`src/rtl/raster_scan_gen.sv`:
```
// Raster timing source: pixel strobe, scan coordinates, sync, data enable,
// and frame pulse/counter for a divided-down pixel clock.
module raster_scan_gen #(
    parameter int CLK_DIV   = 4,
    parameter int H_VISIBLE = 640,
    parameter int H_FP      = 16,
    parameter int H_SYNC    = 96,
    parameter int H_BP      = 48,
    parameter int V_VISIBLE = 480,
    parameter int V_FP      = 10,
    parameter int V_SYNC    = 2,
    parameter int V_BP      = 33
) (
    input  logic       Clk,
    input  logic       Reset,
    output logic       pix_en,
    output logic [9:0] DrawX,
    output logic [9:0] DrawY,
    output logic       hs,
    output logic       vs,
    output logic       vde,
    output logic       frame_start,
    output logic [7:0] frame_count
);

    localparam int H_TOTAL = H_VISIBLE + H_FP + H_SYNC + H_BP;
    localparam int V_TOTAL = V_VISIBLE + V_FP + V_SYNC + V_BP;

    localparam logic [3:0]  DIV_LAST = 4'(CLK_DIV - 1);
    localparam logic [9:0]  H_LAST   = 10'(H_TOTAL - 1);
    localparam logic [9:0]  V_LAST   = 10'(V_TOTAL - 1);
    localparam logic [10:0] H_VIS    = 11'(H_VISIBLE);
    localparam logic [10:0] H_SS     = 11'(H_VISIBLE + H_FP);
    localparam logic [10:0] H_SE     = 11'(H_VISIBLE + H_FP + H_SYNC);
    localparam logic [10:0] V_VIS    = 11'(V_VISIBLE);
    localparam logic [10:0] V_SS     = 11'(V_VISIBLE + V_FP);
    localparam logic [10:0] V_SE     = 11'(V_VISIBLE + V_FP + V_SYNC);

    logic [3:0] div_q, div_d;
    logic       pix_en_q, pix_en_d;
    logic [9:0] x_q, x_d;
    logic [9:0] y_q, y_d;
    logic       hs_q, hs_d;
    logic       vs_q, vs_d;
    logic       vde_q, vde_d;
    logic       fs_q, fs_d;
    logic [7:0] fc_q, fc_d;

    logic [10:0] x_ext, y_ext;

    always_comb begin
        div_d    = (div_q == DIV_LAST) ? 4'd0 : div_q + 4'd1;
        pix_en_d = (div_d == DIV_LAST);
        x_d      = x_q;
        y_d      = y_q;
        fs_d     = 1'b0;
        fc_d     = fc_q;
        if (pix_en_q) begin
            if (x_q < H_LAST) begin
                x_d = x_q + 10'd1;
            end else begin
                x_d = 10'd0;
                if (y_q < V_LAST) begin
                    y_d = y_q + 10'd1;
                end else begin
                    y_d  = 10'd0;
                    fs_d = 1'b1;
                    fc_d = fc_q + 8'd1;
                end
            end
        end
        // Decode from next-state counters so syncs move on the counter edge
        x_ext = {1'b0, x_d};
        y_ext = {1'b0, y_d};
        vde_d = (x_ext < H_VIS) && (y_ext < V_VIS);
        hs_d  = !((x_ext >= H_SS) && (x_ext < H_SE));
        vs_d  = !((y_ext >= V_SS) && (y_ext < V_SE));
    end

    always_ff @(posedge Clk) begin
        if (Reset) begin
            div_q    <= 4'd0;
            pix_en_q <= 1'b0;
            x_q      <= H_LAST;
            y_q      <= V_LAST;
            hs_q     <= 1'b1;
            vs_q     <= 1'b1;
            vde_q    <= 1'b0;
            fs_q     <= 1'b0;
            fc_q     <= 8'd0;
        end else begin
            div_q    <= div_d;
            pix_en_q <= pix_en_d;
            x_q      <= x_d;
            y_q      <= y_d;
            hs_q     <= hs_d;
            vs_q     <= vs_d;
            vde_q    <= vde_d;
            fs_q     <= fs_d;
            fc_q     <= fc_d;
        end
    end

    assign pix_en      = pix_en_q;
    assign DrawX       = x_q;
    assign DrawY       = y_q;
    assign hs          = hs_q;
    assign vs          = vs_q;
    assign vde         = vde_q;
    assign frame_start = fs_q;
    assign frame_count = fc_q;

endmodule

```
`config.mk`:
```
export PLATFORM = sky130hd
export DESIGN_NAME = raster_scan_gen
export DESIGN_NICKNAME = d
export VERILOG_FILES = /design/src/rtl/raster_scan_gen.sv
export SDC_FILE = /design/constraint.sdc
export NUM_CORES = 1
export LEC_CHECK = 0
export CELL_PAD_IN_SITES_DETAIL_PLACEMENT = 1
export CELL_PAD_IN_SITES_GLOBAL_PLACEMENT = 1
export CORE_MARGIN = 4
export CORE_UTILIZATION = 46
export DETAILED_ROUTE_END_ITERATION = 10
export DONT_BUFFER_PORTS = 1
export PLACE_DENSITY = 0.84
export SLEW_MARGIN = 25
export SYNTH_ARGS = -nofsm -noshare
export SYNTH_HDL_FRONTEND = slang
export SYNTH_SLANG_ARGS = --single-unit
```
`constraint.sdc`:
```
create_clock -name Clk -period 2.2 [get_ports Clk]
set_clock_uncertainty 0.05 [all_clocks]
set_input_delay 0.55 -clock Clk [delete_from_list [all_inputs] [get_ports Clk]]
set_output_delay 0.55 -clock Clk [all_outputs]
set_load 0.05 [all_outputs]
```
## Word level (Yosys, flattened, before mapping)

Cells that the tools add are included.

- $add $sub $neg: 4
- $lt $le $gt $ge: 8
- Eq/ne operators: 2
- Muxes and demuxes: 7
- Bitwise logic cells: 3
- Reductions and logical operators: 7

Operator list:

| cell | number |
|---|---|
| $mux 10 | 5 |
| $lt 10x10->1 const B | 4 |
| $add 10x1->10 const B | 2 |
| $lt 10x9->1 const B | 2 |
| $ge 10x10->1 const B | 1 |
| $ge 10x9->1 const B | 1 |
| $add 8x1->8 const B | 1 |
| $eq 4x2->1 const B | 2 |
| $add 4x1->4 const B | 1 |
| $mux 4 | 1 |
| $logic_and 1x1->1 | 3 |
| $not 1->1 | 3 |
| $reduce_and 3->1 | 1 |
| $reduce_or 3->1 | 1 |
| $logic_not 1->1 | 2 |
| $mux 1 | 1 |

- Register bits: 37
- Bits of input ports: 2
- Output and inout bits: 33
- Logic and storage cells: 40

## Logic depth before layout (Yosys ltp)

Gate-level depths: netlist of run 1.

- Depth in word-level cells: 7
- Mapped depth: 7
- Gate-level depth less buffers: 6

## Worst setup path before layout of run 1

OpenSTA, ideal clock, no wires.

- Path kind: register -> register
- Start point: register x_q[0] (netlist: DrawX[0])
- End point: register vs_q (netlist: vs)
- Library setup time: 133 ps
- Arrival time: 2167 ps
- Data required time: 2017 ps
- Setup slack: -150 ps
- Cell stages (with the launch flop): 7
- Period minus slack after synthesis: 2350 ps
- Cell sequence: dfxtp_1 > ha_1 > nand4_4 > a21o_2 > or3_1 > a211oi_1 > nand4_1

- Longest elaborated chain between the ends: 6

RTL lines:

| element | RTL line | RTL |
|---|---|---|
| start: declaration | 41 | `logic [9:0] x_q, x_d;` |
| start signal: assignment | 84 | `x_q <= H_LAST;` |
| start signal: assignment | 94 | `x_q <= x_d;` |
| $lt 10x10->1 (*) | 59 | `if (x_q < H_LAST) begin` |
| $mux 10 (*) | 59 |  |
| $mux 10 (*) | 58 | `if (pix_en_q) begin` |
| $ge 10x9->1 / $lt 10x9->1 (equally long branches) | 77 | `vs_d = !((y_ext >= V_SS) && (y_ext < V_SE));` |
| $logic_and 1x1->1 (*) | 77 |  |
| $logic_not 1->1 (*) | 77 |  |
| end signal: assignment | 97 | `vs_q <= vs_d;` |
| end: declaration | 44 | `logic vs_q, vs_d;` |

Mark *: on every way between the ends. The rest lies on a longest branch, timed or not.
A chain may end at the register's enable or synchronous reset.

## Final worst setup path of run 1

Ends and elaborated chain as after synthesis.

==> results of run 1 <==
==> power breakdown <==
group / switching (mW) / internal (mW) / leakage (nW)
Combinational: 0.247 / 0.118 / 0.521
Clock: 0.259 / 0.369 / 0.0574
Sequential: 0.0312 / 0.696 / 0.299
==> cell families after synthesis <==
family	Yosys count	synth area share (%)
flip-flops	37	38.4
XOR/XNOR	14	6.35
AND/OR/NAND/NOR	98	27.4
adder cells (fa/ha/maj)	5	3.24
multiplexers	2	1.10
buffers and inverters	19	4.54
AO/OA/AOI/OAI	54	19.0
==> critical path, delay by kind of cell, from the launching register on <==
family / cells / cell delay, ps
and+or+nand+nor: 3 / 680
AOI/OAI and AO/OA: 2 / 570
DFF: 1 / 330
adders and majority gates: 1 / 270
==> state kept, by name (all words and copies together) (netlist names) <==
| signal | cells |
|---|---|
| div_q | 4 |
| frame_start | 1 |
| pix_en | 1 |
| DrawX | 10 |
| frame_count | 8 |
| vs | 1 |
| vde | 1 |
| DrawY | 10 |
| hs | 1 |
==> routing by layer <==
metal | vias to the layer above | track usage, %
met5 | - | 0
met4 | 0 | 6.97
met3 | 9 | 5.92
met2 | 45 | 38.0
met1 | 951 | 29.7
li1 | 897 | -
==> cell usage in the layout, fill, tap and decap left out, types with 5 or more instances in the layout <==
| master | n |
|---|---|
| nor2_1 | 20 |
| nand3_1 | 11 |
| ha_1 | 5 |
| buf_4 | 36 |
| dfxtp_1 | 35 |
| nand2_1 | 17 |
| xnor2_1 | 11 |
| clkbuf_8 | 6 |
| nand4_1 | 9 |
| nor3_1 | 9 |
| a21oi_1 | 12 |
| inv_1 | 7 |
| o21ai_0 | 15 |
| nor4_1 | 5 |
==> per-stage QoR <==
stage                     power [mW]  worst slack (ps)  util, %  instances
final                           1.72               157     58.0        311
after global routing            1.78              21.7     58.0        311
after CTS                       1.73              90.6     57.7        311
after global placement          1.08               262     54.7        303
after floorplan                0.999              30.7        -        229
after detailed placement        1.09               118     54.7        303
==> layout make-up <==
| type | instances | area [um2] |
|---|---|---|
| clock inverter | 2 | 37.5 |
| timing repair buffer | 36 | 270 |
| fill | 499 | 1690 |
| clock buffer | 6 | 82.6 |
| multi-input combinational | 173 | 1110 |
| tap | 50 | 62.6 |
| sequential | 37 | 743 |
| inverter | 7 | 26.3 |
==> synth_stat cells (all sizes together) <==
cell type  count  area [um2]
a22oi          2        15.0
a211oi         3        22.5
dfxtp         37         741
ha             5        62.6
or4            1        11.3
a221o          1        10.0
a21oi         13        68.8
o211ai         4        30.0
nand2         17        63.8
nand2b         1        6.26
and3           4        25.0
o31a           1        8.76
a21o           1        8.76
o31ai          3        36.3
nor3b          2        15.0
and2           4        25.0
nor2          22        85.1
nor3          11        65.1
o221a          1        11.3
or3            2        12.5
mux2i          1        10.0
xnor2         11        96.3
inv            7        26.3
nor4           5        31.3
mux2           1        11.3
nand3b         3        22.5
o211a          1        10.0
o311ai         1        8.76
nand3         11        55.1
and4           1        8.76
a2111oi        1        8.76
o21ai         15        75.1
buf           10        53.8
clkbuf         2        7.51
nand4         10        77.6
a32o           1        10.0
a31oi          4        25.0
a311oi         2        17.5
xor2           3        26.3
nor2b          4        25.0
==> worst max path at each step <==
| stage | end | slack [ps] |
|---|---|---|
| after detailed placement | vs | 120 |
| after CTS | vs | 90 |
| after floorplan | vs | 30 |
| after global routing | vs | 20 |
| final | vs | 160 |
| after global placement | frame_count[4] | 260 |
==> repair_timing <==
item / in CTS / in global routing
endpoints found under the setup margin: 0 / 2
resized for setup: 0 / 3
hold endpoints to repair: 0 / 0
==> Flow_metrics.wiki, run 1 <==
{| class="wikitable"
! Metric !! Value
|-
| Run status || complete, no violations
|-
| Hold Startpoint || Reset
|-
| Met3 Wirelength || 307 um
|-
| Maximum number of pins on one net before global-route repair || 29
|-
| Leakage power of the design || 0.877 nW
|-
| Clock slew at reported path FFs || 80 ps
|-
| Share of synthesized area occupied by flip-flops and latches || 38.4%
|-
| Cell Area, Placed || between 2000 and 2500 um2
|-
| Clk buf depth || 2
|-
| Number of synthesized register bits || 37
|-
| CP Data Required Time || 2310 ps
|-
| Number of cells produced by synthesis || approximately 230
|-
| GRT Residual Overflow || 0
|-
| HP Class || in2reg
|-
| DRC violations left || 0
|-
| Floorplan Core Area || approximately 4000 um2
|-
| Worst Setup End Kind || flip-flop
|-
| Die H || around 73 um
|-
| Net count reported at finish || 267
|-
| Clock H-tree levels || 2
|-
| Effective utilization at floorplan || a little under half
|-
| Share of the clock period used by the worst path || 92.8%
|-
| N_diodes || 0
|-
| Terminus of the critical flop-to-flop path || vs
|-
| Post-Synthesis Mean Instance Area || ~8.4 um2
|-
| I/O pin count || 35
|-
| Total Neg Setup Slack || 0 ps
|-
| Number of unique standard cell types used by synthesis || 47
|-
| Slew margin rel. || 58.8%
|-
| Cell area after technology mapping || 1930 um2
|-
| Number of setup violations in the final report || 0
|-
| CP startpoint kind || flip-flop
|-
| Final instance area || around 2300 um2
|-
| Sinks on the clock net || 37
|-
| Count of max-cap constraint violations || 0
|-
| Ordered list of cells on the worst path || ha_1 > nand4_4 > a21o_2 > or3_1 > a211oi_1 > nand4_1
|-
| FF-to-FF Start || DrawX[0]
|-
| Count of input and output buffers || 0
|-
| Hold bufs inserted after CTS || 0
|-
| Class of the most critical setup path || reg2reg
|-
| Final count of pins violating max slew || 0
|-
| Endpoint of the worst hold-timing path || div_q[1]
|-
| Area enclosed by the die boundary || between 5000 and 6000 um2
|-
| Rows || 23
|-
| Via/cell ratio || between 6 and 7
|-
| Launch point of the worst path || DrawX[0]
|-
| Warnings from Yosys || 0
|-
| FMAX || 490 MHz
|-
| Routed wire length per instance || 18.6 um
|-
| Arrival time at the worst endpoint || roughly 2200 ps
|-
| Placer congestion estimate || 0.895
|-
| Via count || 1902
|-
| GRT Total Usage || around 23%
|-
| Peak ir drop on the vdd network || approximately 0.00034 V
|-
| Final hold vios || 0
|-
| Final HPWL DP || 4140 um
|-
| Global-route wire length before repair || 9490 um
|-
| Register-to-register setup slack || 160 ps
|-
| Clock insertion delay at the later pin of the skew report || 300 ps
|-
| Initial antenna violation count || 0
|-
| Area growth from synthesis to layout || 20.9%
|-
| Initial DRT Pass Iterations || 4
|-
| Pin slew with the least headroom to its limit || 618 ps
|-
| M1 wire length || 2660 um
|-
| Maximum net fanout on the critical path || 7
|-
| Slowest cell delay on critical path || 340 ps
|-
| Remaining antenna violation count || 0
|-
| Worst hold path depth || 1
|-
| R2r worst-path depth || 6
|-
| Worst-case hold slack || ~250 ps
|-
| Top layer reached by signal wires || met4
|-
| Number of global-route vias before repair || 1891
|-
| Cell at the root of the clock tree || clkbuf_8
|-
| Cell Pwr Density || between 700 and 800 nW/um2
|-
| Library cell contributing the largest single delay on the critical path || or3_1
|-
| Post-CTS Repair Setup Buffers || 0
|-
| Final critical path time including I/O delays and setup || 2040 ps
|-
| Synthesized Nets || 236
|-
| Die Wd || 72.8 um
|-
| Met2 wirelength from detailed routing || around 2800 um
|-
| Initial DRC Count || roughly 130
|-
| Clock tree from TritonCTS || yes
|-
| Total clock buffers created by CTS || 5
|-
| Total wire length || 5800 um
|-
| Fraction of final layout cells with drive strength greater than 1 || 21.5%
|-
| RSZ-0062 raised after global routing || false
|}
Note: power is estimated with default switching activity, not from simulation.
==> run 2, diff against run 1 <==
--- a/config.mk
+++ b/config.mk
@@ -10,6 +10,7 @@
 export CORE_MARGIN = 4
-export CORE_UTILIZATION = 46
+export CORE_UTILIZATION = 48
+export CTS_BUF_LIST = sky130_fd_sc_hd__clkbuf_4
 export DETAILED_ROUTE_END_ITERATION = 10
 export DONT_BUFFER_PORTS = 1
-export PLACE_DENSITY = 0.84
+export PLACE_DENSITY = 0.86
 export SLEW_MARGIN = 25
==> constraint.sdc (replaced) <==
create_clock -name Clk -period 2.2 [get_ports Clk]
set_clock_uncertainty 0.05 [all_clocks]
set_input_delay 0.33 -clock Clk [delete_from_list [all_inputs] [get_ports Clk]]
set_output_delay 0.33 -clock Clk [all_outputs]
set_load 0.05 [all_outputs]
==> run 2 against run 1 <==
  * Clock power shrank 43%
  * Final cell count shrank 1.6%
  * Critical path depth is the same
  * Final area shrank 3.6%
  * Die area shrank 3.7%
  * Flip-flop and latch count is the same
  * Count of clock-buffer cells in the layout is the same
  * Sequential share of layout area grew 1.2 points
  * Total power shrank 16%
  * Routed wire length grew 1.2%
==> Flow_metrics.wiki, run 2 (synthesis results as in run 1) <==
{| class="wikitable"
! Metric !! Value
|-
| Via count || 1900
|-
| Clk buf depth || 2
|-
| Total wire length || 5870 um
|-
| GRT Residual Overflow || 0
|-
| Total clock buffers created by CTS || 5
|-
| Clock insertion delay at the later pin of the skew report || roughly 350 ps
|-
| Worst setup path end || vs
|-
| Fraction of final layout cells with drive strength greater than 1 || between 20% and 30%
|-
| Terminus of the critical flop-to-flop path || vs
|-
| Run status || complete, no violations
|-
| FMAX || between 400 and 500 MHz
|-
| Final critical path time including I/O delays and setup || roughly 2100 ps
|-
| Sinks on the clock net || 37
|-
| Most common cell after layout, fill and taps aside || dfxtp_1
|-
| Worst Setup End Kind || flip-flop
|-
| Leakage power of the design || 0.835 nW
|-
| Share of the clock period used by the worst path || about 94%
|-
| Area growth from synthesis to layout || 16.6%
|-
| Remaining antenna violation count || 0
|-
| RSZ-0062 raised after global routing || true
|-
| Cell Pwr Density || 641 nW/um2
|-
| Total Neg Setup Slack || 0 ps
|-
| Pin slew with the least headroom to its limit || 791 ps
|-
| Net count reported at finish || 265
|-
| Final HPWL DP || 4250 um
|-
| Initial DRT Pass Iterations || 4
|-
| HP Class || in2reg
|-
| N_diodes || 0
|-
| Clock tree from TritonCTS || yes
|-
| Count of input and output buffers || 0
|-
| GRT Total Usage || 23.7%
|-
| Initial antenna violation count || 0
|-
| Die H || ~71 um
|-
| Global-route wire length before repair || 9600 um
|-
| Rows || 22
|-
| Die Wd || 71.4 um
|-
| Floorplan Core Area || 3770 um2
|-
| CP startpoint kind || flip-flop
|-
| CP Data Required Time || 2380 ps
|-
| Number of setup violations in the final report || 0
|-
| Clock H-tree levels || 2
|-
| Effective utilization at floorplan || 51.2%
|-
| Register-to-register setup slack || 130 ps
|-
| Final hold vios || 0
|-
| I/O pin count || 35
|-
| Area enclosed by the die boundary || 5100 um2
|-
| Slew margin rel. || 47.1%
|-
| Launch point of the worst path || DrawX[0]
|-
| Routed wire length per instance || 19.2 um
|-
| Initial DRC Count || approximately 150
|-
| Cell at the root of the clock tree || clkbuf_4
|-
| Count of max-cap constraint violations || 0
|-
| Clock slew at reported path FFs || 110 ps
|-
| Most used cells in the layout excluding fill and tap cells || 35 x dfxtp_1, 32 x buf_4, 20 x nor2_1, 17 x nand2_1, 15 x o21ai_0
|-
| Maximum number of pins on one net before global-route repair || 19
|-
| Via/cell ratio || 6.21
|-
| R2r worst-path depth || 6
|-
| Placer congestion estimate || 0.881
|-
| Fraction of the core area covered by cells at the end of the flow || 59.7%
|-
| Post-CTS Repair Setup Buffers || 0
|-
| Peak ir drop on the vdd network || 0.000468 V
|-
| Number of global-route vias before repair || 1969
|-
| Arrival time at the worst endpoint || 2250 ps
|-
| Final count of pins violating max slew || 0
|-
| Maximum net fanout on the critical path || 10
|-
| DRC violations left || 0
|-
| Class of the most critical setup path || reg2reg
|-
| FF-to-FF Start || DrawX[0]
|}
==> run 2: metrics by stage <==
step	setup WS (ps)	cell area, um2	hold slack, ps	instances	power (mW)
floorplan	30.7	1930	415	229	0.999
global placement	218	2170	351	297	1.07
detailed placement	103	2170	353	297	1.08
CTS	82.4	2230	0.371	305	1.44
global route	-0.867	2250	0.597	306	1.51
finish	131	2250	19.9	306	1.44
==> run 2: metal layers <==
metal  track usage, %  wire (um)  share of wire, %  vias to the layer above
met3             9.12        485               8.3                       10
met5                0          0                 0                        -
met1             29.2       2490                42                      934
li1                 -          -                 -                      893
met4             7.31         76               1.3                        0
met2             38.3       2820                48                       63
==> run 2: how the worst min path moves through the flow <==
stage / startpoint / end / slack (ps) / depth (start not counted)
after floorplan: div_q[0] / div_q[0] / 410 / 1
after global placement: Reset / div_q[1] / 350 / 1
after detailed placement: Reset / div_q[1] / 350 / 1
after CTS: Reset / DrawY[8] / 0.4 / 1
after global routing: Reset / DrawY[3] / 0.6 / 2
final: Reset / DrawY[3] / 20 / 2
==> run 2: critical path, cell delays in order (launching register included) <==
cell and delay, ps:
dfxtp_2 340, ha_1 270, nand4_4 180, a21o_2 310
or3_1 360, a211oi_1 320, nand4_1 130
==> run 2: power breakdown <==
part           internal, mW  switching, mW  total [mW]
registers             0.696         0.0304       0.727
clock network         0.129          0.227       0.356
logic                 0.115          0.247       0.361
total                 0.940          0.504        1.44
==> run 2: cell type report <==
type                            instances  area (um2)
Fill cell                             459        1520
Multi-Input combinational cell        173        1110
Sequential cell                        37         743
Timing Repair Buffer                   34         260
Tap cell                               48        60.1
Clock buffer                            6        45.0
Inverter                                7        26.3
Clock inverter                          1        3.75
==> run 2: timing repair <==
item                                    4_1_cts  5_1_grt
hold endpoints to repair                     18        3
hold buffers                                  1        1
endpoints found under the setup margin        0        5
resized for setup                             0        4
==> run 3, diff against run 2 <==
Settings changed: ABC_AREA set to 1, CORE_UTILIZATION 48 to 46.
==> run 3 against run 2 <==
  * Die area increased by 7.2%
  * Non-clock buffer count decreased by 5
  * Synthesized cell count increased by 25%
  * Flip-flop and latch count unchanged
  * Final cell count increased by 20%
  * Count of clock-buffer cells in the layout decreased by 1
  * Final area increased by 2.2%
  * Sequential power increased by 1%
  * Register-to-register slack improved by 140 ps
  * Total power increased by 7.4%
==> Flow_metrics.wiki, run 3 <==
{| class="wikitable"
! Metric !! Value
|-
| Run status || complete, no violations
|-
| Remaining antenna violation count || 0
|-
| HP Class || in2reg
|-
| Net count reported at finish || 323
|-
| Slew margin rel. || 49.7%
|-
| Largest area contributor in the synthesized netlist || dfxtp_1
|-
| Post-CTS Repair Setup Buffers || 0
|-
| Global-route wire length before repair || ~10000 um
|-
| Fraction of registers with async set/reset || 0%
|-
| Via count || between 1500 and 2000
|-
| Top post-synthesis cells by area || dfxtp_1 37%, nand2_1 13%, inv_1 7.7%
|-
| Clk buf depth || 2
|-
| Most common cell after layout, fill and taps aside || nand2_1
|-
| Floorplan Core Area || 4120 um2
|-
| Total Neg Setup Slack || 0 ps
|-
| Leakage power of the design || 1.08 nW
|-
| Count of input and output buffers || 0
|-
| CP startpoint kind || flip-flop
|-
| Number of synthesized register bits || 37
|-
| CP Data Required Time || approximately 2400 ps
|-
| Total wire length || 6030 um
|-
| Final hold vios || 0
|-
| Clock slew at reported path FFs || 120 ps
|-
| Warnings from Yosys || 0
|-
| Number of cells produced by synthesis || about 290
|-
| Share of the clock period used by the worst path || 87.9%
|-
| Peak ir drop on the vdd network || 0.000330 V
|-
| I/O pin count || 35
|-
| Initial DRT Pass Iterations || 5
|-
| Total clock buffers created by CTS || 5
|-
| FMAX || 517 MHz
|-
| Maximum net fanout on the critical path || 9
|-
| Fraction of the core area covered by cells at the end of the flow || 55.9%
|-
| Area share of the largest cell type after synthesis || 37.0%
|-
| Number of unique standard cell types used by synthesis || 35
|-
| Most used cells in the layout excluding fill and tap cells || 67 x nand2_1, 41 x inv_1, 39 x nor2_1, 37 x dfxtp_1, 28 x buf_4
|-
| Cell area after technology mapping || about 2000 um2
|-
| GRT Total Usage || 23.9%
|-
| Ys flop type || dfxtp_1
|-
| Pin slew with the least headroom to its limit || 752 ps
|-
| Die Wd || 74.0 um
|-
| Hold bufs inserted after CTS || 1
|-
| Sinks on the clock net || 37
|-
| DRC violations left || 0
|-
| Via/cell ratio || approximately 5.4
|-
| Clock insertion delay at the later pin of the skew report || 340 ps
|-
| Number of synthesized flops with an enable pin || 0
|-
| Final HPWL DP || roughly 4500 um
|-
| Area enclosed by the die boundary || between 5000 and 6000 um2
|-
| Final count of pins violating max slew || 0
|-
| Cell at the root of the clock tree || clkbuf_4
|-
| Initial DRC Count || 96
|-
| Number of global-route vias before repair || 2062
|-
| Effective utilization at floorplan || 48.6%
|-
| Clock tree from TritonCTS || yes
|-
| Worst Setup End Kind || flip-flop
|-
| Routed wire length per instance || 16.5 um
|-
| Number of setup violations in the final report || 0
|-
| Share of synthesized area occupied by flip-flops and latches || 37.0%
|-
| Initial antenna violation count || 0
|-
| Fill cell instance count of the final layout || between 500 and 600
|-
| GRT Residual Overflow || 0
|-
| Synthesized Nets || 293
|-
| Cell Pwr Density || 674 nW/um2
|-
| Commonest cells in the synthesized netlist || 67 x nand2_1, 41 x inv_1, 39 x nor2_1
|-
| Class of the most critical setup path || reg2reg
|-
| Maximum number of pins on one net before global-route repair || 17
|-
| N_diodes || 0
|-
| Rows || 23
|-
| Clock H-tree levels || 2
|-
| Number of cells upsized or downsized after cts || 0
|-
| RSZ-0062 raised after global routing || false
|-
| Placer congestion estimate || 0.895
|-
| Count of max-cap constraint violations || 0
|-
| Area growth from synthesis to layout || 15.0%
|-
| Die H || approximately 74 um
|-
| Final critical path time including I/O delays and setup || 1930 ps
|-
| Arrival time at the worst endpoint || 2090 ps
|-
| Fraction of final layout cells with drive strength greater than 1 || between 10% and 20%
|-
| Post-Synthesis Mean Instance Area || 7.00 um2
|-
| Most instantiated library cell after synthesis || nand2_1
|}
run 3: cell types whose count changed after synthesis, moves of 5 or more:
cell and delta:
nand2_1 +50, inv_1 +34, nor2_1 +18, nand3_1 +16, xnor2_1 -9, buf_2 -6
a21oi_1 -5, o21ai_0 -5
run 3: cells by family (layout without fill, tap and decap cells):
family | after synthesis | count (layout) | synth area share, %
and+or+nand+nor | 171 | 171 | 42.3
buffers and inverters | 47 | 77 | 9.26
DFF | 37 | 37 | 37.0
AOI/OAI and AO/OA | 21 | 21 | 6.07
adders and majority gates | 5 | 5 | 3.13
xor gates and xnor gates | 4 | 4 | 1.75
muxes | 1 | 1 | 0.500
run 3: stage by stage:
step	area (um2)	hold slack (ps)	setup slack (ps)	cells	total power [mW]
global route	2300	7.54	80.3	366	1.63
finish	2300	27.2	267	366	1.55
floorplan	2000	400	72.4	286	1.09
global placement	2240	351	416	358	1.19
CTS	2300	12.3	256	366	1.55
detailed placement	2240	357	305	358	1.20
run 3: layout make-up:
class	instances	area (um2)	area share [%]
Inverter	41	154	6.69
Timing Repair Buffer	29	220	9.57
Tap cell	50	62.6	2.72
Sequential cell	37	741	32.2
Clock inverter	2	11.3	0.489
Multi-Input combinational cell	202	1070	46.7
Clock buffer	5	37.5	1.63
run 3: final timing paths:
check | depth (start not counted) | to | slack, ps | from
worst min register to register | 2 | frame_count[1] | 460 | frame_count[1]
worst min-delay path | 1 | frame_start | 30 | Reset
worst max register to register | 10 | frame_count[4] | 270 | DrawX[1]
worst max-delay path | 10 | frame_count[4] | 270 | DrawX[1]
run 3: metal layers:
layer	wire length (um)	GRT usage (%)	share of wire (%)	up-vias
met5	0	0	0	-
met4	87	7.85	1.4	0
met1	2750	30.7	46	949
met2	2900	40.0	48	47
met3	301	5.00	5.0	9
li1	-	-	-	965
run 3: where the power goes:
| group | internal, mW | total, mW | switching (mW) |
|---|---|---|---|
| Sequential | 0.701 | 0.736 | 0.0352 |
| Combinational | 0.129 | 0.467 | 0.338 |
| Clock | 0.115 | 0.348 | 0.233 |
| Total | 0.945 | 1.55 | 0.606 |
run 3: critical path: stages, from the launching register on:
cell,delay [ps]
dfxtp_1,360
ha_1,190
nand2_2,80
nor2_4,120
nor2_2,80
nor2_8,150
nand2_4,140
nor2_8,180
nand3_2,110
nor3_1,240
nor3b_2,90
